$ cat config.mk
export PLATFORM = sky130hd
export DESIGN_NAME = multicycle_controller
export DESIGN_NICKNAME = d
export VERILOG_FILES = /design/src/rtl/multicycle_controller.sv
export SDC_FILE = /design/constraint.sdc
export NUM_CORES = 1
export LEC_CHECK = 0
export CAP_MARGIN = 20
export CORE_MARGIN = 2
export CORE_UTILIZATION = 47
export DETAILED_ROUTE_END_ITERATION = 7
export MAX_ROUTING_LAYER = met4
export PLACE_DENSITY = 0.81
export SLEW_MARGIN = 15
export SYNTH_ARGS = -nofsm -noshare
export SYNTH_HDL_FRONTEND = slang
export SYNTH_SLANG_ARGS = --single-unit
$ cat constraint.sdc
create_clock -name clk -period 2.3 [get_ports clk]
set_clock_uncertainty 0.05 [all_clocks]
set_input_delay 0.46 -clock clk [delete_from_list [all_inputs] [get_ports clk]]
set_output_delay 0.46 -clock clk [all_outputs]
set_load 0.1 [all_outputs]
$ cat src/rtl/multicycle_controller.sv
// Multi-cycle RV32I control FSM: steps each instruction through fetch/decode/execute/memory/writeback
// and counts retired instructions. Define MC_JAL_EN to compile in the JAL state.
module multicycle_controller #(
    parameter int INSTRET_W = 32
) (
    input  logic                 clk,
    input  logic                 rst_n,
    input  logic [6:0]           op,
    input  logic                 zero,
    input  logic                 mem_ready,
    output logic                 pc_write,
    output logic                 adr_src,
    output logic                 ir_write,
    output logic                 mem_write,
    output logic                 reg_write,
    output logic [1:0]           result_src,
    output logic [1:0]           alu_src_a,
    output logic [1:0]           alu_src_b,
    output logic [1:0]           alu_op,
    output logic [1:0]           imm_src,
    output logic                 halted,
    output logic                 illegal,
    output logic                 retire,
    output logic [INSTRET_W-1:0] instret
);

    localparam logic [6:0] OP_LW   = 7'b0000011;
    localparam logic [6:0] OP_SW   = 7'b0100011;
    localparam logic [6:0] OP_R    = 7'b0110011;
    localparam logic [6:0] OP_I    = 7'b0010011;
    localparam logic [6:0] OP_BEQ  = 7'b1100011;
    localparam logic [6:0] OP_HALT = 7'b0000000;
`ifdef MC_JAL_EN
    localparam logic [6:0] OP_JAL  = 7'b1101111;
`endif

    typedef enum logic [3:0] {
        S_FETCH, S_DECODE, S_MEMADR, S_MEMREAD, S_MEMWB, S_MEMWRITE,
        S_EXECR, S_EXECI, S_ALUWB, S_BEQ, S_HALT
`ifdef MC_JAL_EN
        , S_JAL
`endif
    } state_t;

    state_t                state_q, state_d;
    logic [INSTRET_W-1:0]  instret_q, instret_d;

    // NOTE: sequential state uses non-blocking assignments so every flop samples pre-edge values.
    always_ff @(posedge clk or negedge rst_n) begin
        if (!rst_n) begin
            state_q   <= S_FETCH;
            instret_q <= '0;
        end else begin
            state_q   <= state_d;
            instret_q <= instret_d;
        end
    end

    assign instret = instret_q;

    // NOTE: every output gets a default before the case so no path leaves a latch behind.
    always_comb begin
        state_d    = state_q;
        pc_write   = 1'b0;
        adr_src    = 1'b0;
        ir_write   = 1'b0;
        mem_write  = 1'b0;
        reg_write  = 1'b0;
        result_src = 2'b00;
        alu_src_a  = 2'b00;
        alu_src_b  = 2'b00;
        alu_op     = 2'b00;
        imm_src    = 2'b00;
        halted     = 1'b0;
        illegal    = 1'b0;
        retire     = 1'b0;

        case (state_q)
            S_FETCH: begin
                result_src = 2'b10;
                alu_src_b  = 2'b10;
                ir_write   = mem_ready;
                pc_write   = mem_ready;
                if (mem_ready) state_d = S_DECODE;
            end
            S_DECODE: begin
                // ALU precomputes the branch/jump target from old PC + immediate.
                alu_src_a = 2'b01;
                alu_src_b = 2'b01;
                imm_src   = 2'b10;
                case (op)
                    OP_LW, OP_SW: state_d = S_MEMADR;
                    OP_R:         state_d = S_EXECR;
                    OP_I:         state_d = S_EXECI;
                    OP_BEQ:       state_d = S_BEQ;
                    OP_HALT:      state_d = S_HALT;
`ifdef MC_JAL_EN
                    OP_JAL: begin
                        imm_src = 2'b11;
                        state_d = S_JAL;
                    end
`endif
                    default: begin
                        illegal = 1'b1;
                        state_d = S_FETCH;
                    end
                endcase
            end
            S_MEMADR: begin
                alu_src_a = 2'b10;
                alu_src_b = 2'b01;
                imm_src   = (op == OP_SW) ? 2'b01 : 2'b00;
                state_d   = (op == OP_SW) ? S_MEMWRITE : S_MEMREAD;
            end
            S_MEMREAD: begin
                adr_src = 1'b1;
                if (mem_ready) state_d = S_MEMWB;
            end
            S_MEMWB: begin
                result_src = 2'b01;
                reg_write  = 1'b1;
                retire     = 1'b1;
                state_d    = S_FETCH;
            end
            S_MEMWRITE: begin
                adr_src   = 1'b1;
                mem_write = 1'b1;
                retire    = mem_ready;
                if (mem_ready) state_d = S_FETCH;
            end
            S_EXECR: begin
                alu_src_a = 2'b10;
                alu_op    = 2'b10;
                state_d   = S_ALUWB;
            end
            S_EXECI: begin
                alu_src_a = 2'b10;
                alu_src_b = 2'b01;
                alu_op    = 2'b10;
                state_d   = S_ALUWB;
            end
            S_ALUWB: begin
                reg_write = 1'b1;
                retire    = 1'b1;
                state_d   = S_FETCH;
            end
            S_BEQ: begin
                alu_src_a = 2'b10;
                alu_op    = 2'b01;
                pc_write  = zero;
                retire    = 1'b1;
                state_d   = S_FETCH;
            end
`ifdef MC_JAL_EN
            S_JAL: begin
                // PC takes the J-target held in ALU out while the ALU forms old PC + 4 for rd.
                alu_src_a = 2'b01;
                alu_src_b = 2'b10;
                pc_write  = 1'b1;
                state_d   = S_ALUWB;
            end
`endif
            S_HALT: halted = 1'b1;
            default: state_d = S_FETCH;
        endcase

        // FETCH is the reset state, so its mem_ready-gated strobes must also be blocked while rst_n is low.
        if (!rst_n) begin
            pc_write  = 1'b0;
            ir_write  = 1'b0;
            mem_write = 1'b0;
            reg_write = 1'b0;
            illegal   = 1'b0;
            retire    = 1'b0;
            halted    = 1'b0;
        end
    end

    always_comb begin
        instret_d = instret_q;
        if (retire) instret_d = instret_q + {{(INSTRET_W-1){1'b0}}, 1'b1};
    end

endmodule

## After elaboration in Yosys (flattened, before gate mapping)

Index checks and enable logic that the tools add are counted.

| word-level totals | value |
|---|---|
| bits in registers | 36 |

| operators by class | value |
|---|---|
| bitwise operators | 1 |
| mux-type cells | 28 |
| eq/ne operators | 18 |
| reductions and logical operators | 11 |
| $add $sub $neg | 1 |

Operators with widths:

| cell | count |
|---|---|
| adder 32 x 1 -> 32 bit, second input constant | 1 |
| case mux 4 bit (7 select lines) | 1 |
| case mux 2 bit (2 select lines) | 5 |
| case mux 4 bit (5 select lines) | 1 |
| == test 4 x 3 -> 1 bit, second input constant | 4 |
| two-way mux 1 bit | 15 |
| == test 7 x 6 -> 1 bit, second input constant | 2 |
| == test 4 bit, second input constant | 3 |
| two-way mux 4 bit | 3 |
| == test 4 x 2 -> 1 bit, second input constant | 2 |
| OR reduction 2 bit | 4 |
| == test 7 x 2 -> 1 bit, second input constant | 1 |
| == test 7 x 5 -> 1 bit, second input constant | 1 |
| == test 7 bit, second input constant | 1 |
| logical NOT 7 bit | 1 |
| inequality test 2 bit, second input constant | 3 |
| OR reduction 3 bit | 2 |
| OR reduction 6 bit | 1 |
| == test 4 x 1 -> 1 bit, second input constant | 1 |
| logical NOT 4 bit | 1 |
| case mux 1 bit (2 select lines) | 2 |
| AND reduction 4 bit | 1 |
| OR reduction 4 bit | 1 |
| two-way mux 3 bit | 1 |
| NOT 1 bit | 1 |

## Logic depth before layout (Yosys ltp)

| logic depth | value |
|---|---|
| word-level depth | 5 |
| gate-level depth with buffers | 6 |
| mapped depth without buffers | 6 |

## Worst setup path before layout

Ideal clock, no wire load.

| timing | value |
|---|---|
| kind | flip-flop to output port |
| from | reg state_q[0] |
| to | out pc_write |
| setup slack | -3,638 ps |
| buffers on the path | 1 |
| stages on the path, launching flop included | 5 |
| arrival | 5,428 ps |
| cell sequence | dfrtp_1 clkbuf_1 nor4_1 a22oi_1 nor2b_1 |

| between the ends | value |
|---|---|
| word-level cells in the longest chain between the ends | 3 |
| elaborated cells on any way between the ends | 4 |
| those cells by class | eq/ne: 1; mux: 2; reduce/logical: 1 |

Ends and longest elaborated chain:

| element | RTL line | source |
|---|---|---|
| start: declaration | 45 | `state_t state_q, state_d;` |
| start signal: assignment | 54 | `state_q <= state_d;` |
| == test 4 bit / logical NOT 4 bit (equally long branches) | 78 | `case (state_q)` |
| case mux 1 bit (2 select lines) * | 78 |  |
| two-way mux 1 bit * | 168 | `if (!rst_n) begin` |
| end: declaration | 11 | `output logic pc_write,` |

Mark *: on every way between the ends. The rest lies on a longest branch, timed or not.

## Worst setup path in the final report

Ends and elaborated chain as after synthesis.

==> impl_metrics.py <==
metrics = {
    "yosys": {
        "yosys.cell_types.count": 37,
        "synth.yosys.warnings": 0,
        "synth_flop_cell": "sky130_fd_sc_hd__dfrtp_1",
        "synth-edff-count": 0,
        "synth.yosys.seq_area_share_pct": 45.5,
        "syn_area_per_cell_um2": 9.38,
        "postSynthNetCount": 223,
        "yosys_register_bits": 36,
        "asyncSetResetFlopFracSynth_pct": 100,
        "synthCells": 211,
        "netlist_area_um2": 1980,
    },
    "route": {
        "finalWirelength_mm": 6.00,
        "detailedRoute.firstIterationViolations": 140,
        "route.vias.total": 2026,
        "wire_per_inst_um": 16.6,
        "antenna_left": 0,
        "wl_met2_mm": 3.11,
        "top_layer_used": "met4",
        "route.detailed.vias_per_inst": 5.61,
        "wl_met1_mm": 2.45,
        "first_pass_iters": 5,
        "wl_met3_um": 300,
        "route.detailed.drc": 0,
    },
    "status": {
        "status": "complete, no violations",
    },
    "die": {
        "std_cell_rows": 23,
        "fp.dieH_um": 68.9,
        "initial_util_pct": 49.1,
        "ioPinCount": 61,
        "fp.dieW_um": 68.9,
        "core_area_um2": 4030,
        "floorplan.die_area_um2": 4740,
    },
    "finish": {
        "layout_commonest_cell": "sky130_fd_sc_hd__buf_4",
        "layout_cells_sized_above_1_pct": 45.3,
        "area_growth_syn_to_layout_pct": 66.8,
        "layout.cells.most_common_list": "67 x sky130_fd_sc_hd__buf_4, 23 x sky130_fd_sc_hd__xnor2_1, 22 x sky130_fd_sc_hd__nand2_1",
        "nNetsFinal": 322,
        "n_antenna_cell": 0,
    },
    "flow_run": {
        "drv_cap": 0,
    },
    "power": {
        "power.density_nw_per_um2": 1010,
        "share_comb_of_total_power_pct": 63.2,
        "proportion_of_total_power_due_to_net_switching_pct": 49.9,
        "switchingPower_mw": 1.66,
        "total_leakage_power_nw": 1.44,
        "pwr-share-clk_pct": 13.9,
        "ir_drop_mv": 1.06,
        "p_int_mw": 1.67,
        "power.total_mw": 3.33,
        "pwr-share-seq_pct": 22.9,
    },
    "clocking": {
        "worst_skew_late_latency_ps": 290,
        "clock_tree_from_tritoncts": "yes",
        "cts_inserted_buffers": 5,
        "root_buffer": "sky130_fd_sc_hd__clkbuf_8",
        "cts_max_path_buffers": 2,
        "cts.htree.levels": 2,
        "clkSinkCount": 36,
        "cts.reportedPaths.clkPinSlew_ps": 70,
    },
    "global_routing": {
        "largest_net_degree_at_the_start_of_global_routing": 20,
        "grt_pass1_vias": 1984,
        "globalRouteOverflowTotal": 0,
        "grt_pass1_wl_mm": 9.16,
        "grt_usage_pct": 26.8,
        "grt_antenna_before_repair": 0,
    },
    "critical_path": {
        "critPathMaxStageDelay_ps": 430,
        "worst_path_fanout_max": 7,
        "worstReg2RegStart": "state_q[1]",
        "timing.critical_path.to_type": "output port",
        "ff2ff_setup_slack_ps": 330,
        "timing.critical_path.from_type": "flop",
        "crit_required_ps": 1790,
        "startpoint": "state_q[0]",
        "critical_path_class": "flop to output port",
        "cpMaxStageDelayCell": "sky130_fd_sc_hd__dfrtp_2",
        "worst_ep_arrival_time_ps": 1770,
        "path_cells": "buf_6 -> nor4_4 -> a22oi_2 -> nor2b_4 -> buf_12",
        "cell_depth_of_the_worst_flop_to_flop_path": 5,
    },
    "timing": {
        "timing_max_transition_violations_final": 0,
        "final-hold-violation-count": 0,
        "timing.final.crit_share_pct": 99.0,
        "setup_ws_ps": 22.5,
        "worstMarginPinSlew_ps": 402,
        "fin_crit_ps": 2280,
        "setup_violations": 0,
        "worst_hold_slack_ps": 75.5,
        "max_clock_freq_mhz": 439,
        "timing.slew.headroom_pct": 73.1,
    },
    "worst_hold_path": {
        "timing.hold.worst.class": "input pin to asynchronous set/reset pin",
    },
    "place": {
        "routabilityCongestion": 0.842,
        "dp_hpwl_mm": 4.14,
        "place.port_buffers": 60,
        "post-place-ws_ps": -243,
    },
}
cell families (layout without fill, tap and decap cells):
logic type	after synthesis	in the layout	share of synthesized area [%]
AND/OR/NAND/NOR	107	107	29.8
flip-flops	36	36	45.5
XOR/XNOR	32	32	14.2
AO/OA/AOI/OAI	20	20	6.33
buffers and inverters	14	114	3.04
adder cells (fa/ha/maj)	1	1	0.632
multiplexers	1	1	0.506
synth_stat cells, drive strengths merged (6+ instances only):
cell type,n,area share (%)
dfrtp,36,46
xnor2,24,11
nand2,22,4.2
nor2,15,2.8
nor3,15,3.8
nand3,13,3.3
nand4,9,2.8
inv,8,1.5
xor2,8,3.5
nand2b,7,2.6
nor4,7,3.0
a21oi,6,1.5
and3,6,1.9
state kept, by name (all words and copies together) (netlist names):
| register | count |
|---|---|
| state_q | 4 |
| instret | 32 |
worst max-delay path, delay by kind of cell, from the launching register on:
| family | cells | cell delay, ps |
|---|---|---|
| and+or+nand+nor | 2 | 540 |
| DFF | 1 | 430 |
| AOI/OAI and AO/OA | 1 | 170 |
| buffers and inverters | 2 | 330 |
final timing paths:
| path | end |
|---|---|
| worst min-delay path | state_q[1] |
| worst max-delay path | pc_write |
| worst max register to register | instret[11] |
| min in group clk | instret[27] |
| max in group asynchronous | instret[0] |
| worst min register to register | instret[27] |
what timing repair did:
action                                  in CTS  in global routing
endpoints found under the hold margin        0                  0
hold buffers                                 0                  0
pin swaps                                    6                  5
gates resized for setup                     20                  5
endpoints found under the setup margin       4                  4
setup buffers                                6                  2
power groups by stage:
stage          registers (mW)  clock network [mW]  logic (mW)
2_1_floorplan           0.969                   0        1.10
3_3_place_gp            0.781                   0        1.94
3_5_place_dp            0.783                   0        1.95
4_1_cts                 0.756               0.465        2.04
5_1_grt                 0.769               0.500        2.18
6_report                0.763               0.461        2.10
per-layer routing:
metal	GRT usage [%]	vias to the layer above
li1	-	939
met3	6.49	17
met4	8.58	0
met5	-	-
met2	44.2	67
met1	32.4	1003
stage by stage:
step | util, % | TNS [ps] | instance area, um^2 | cells
global placement | 76.0 | -727 | 3060 | 345
global route | 81.9 | -39.5 | 3300 | 361
detailed placement | 76.0 | -1340 | 3060 | 345
finish | 81.9 | 0 | 3300 | 361
CTS | 80.9 | 0 | 3260 | 359
floorplan | - | -1780 | 2110 | 211
layout make-up:
cell class / instances / area (um^2)
tap: 50 / 62.6
fill: 233 / 729
multi-input combinational: 161 / 1200
sequential: 36 / 920
clock buffer: 8 / 90.1
inverter: 8 / 33.8
timing repair buffer: 98 / 992
(Power assumes the default switching activity.)
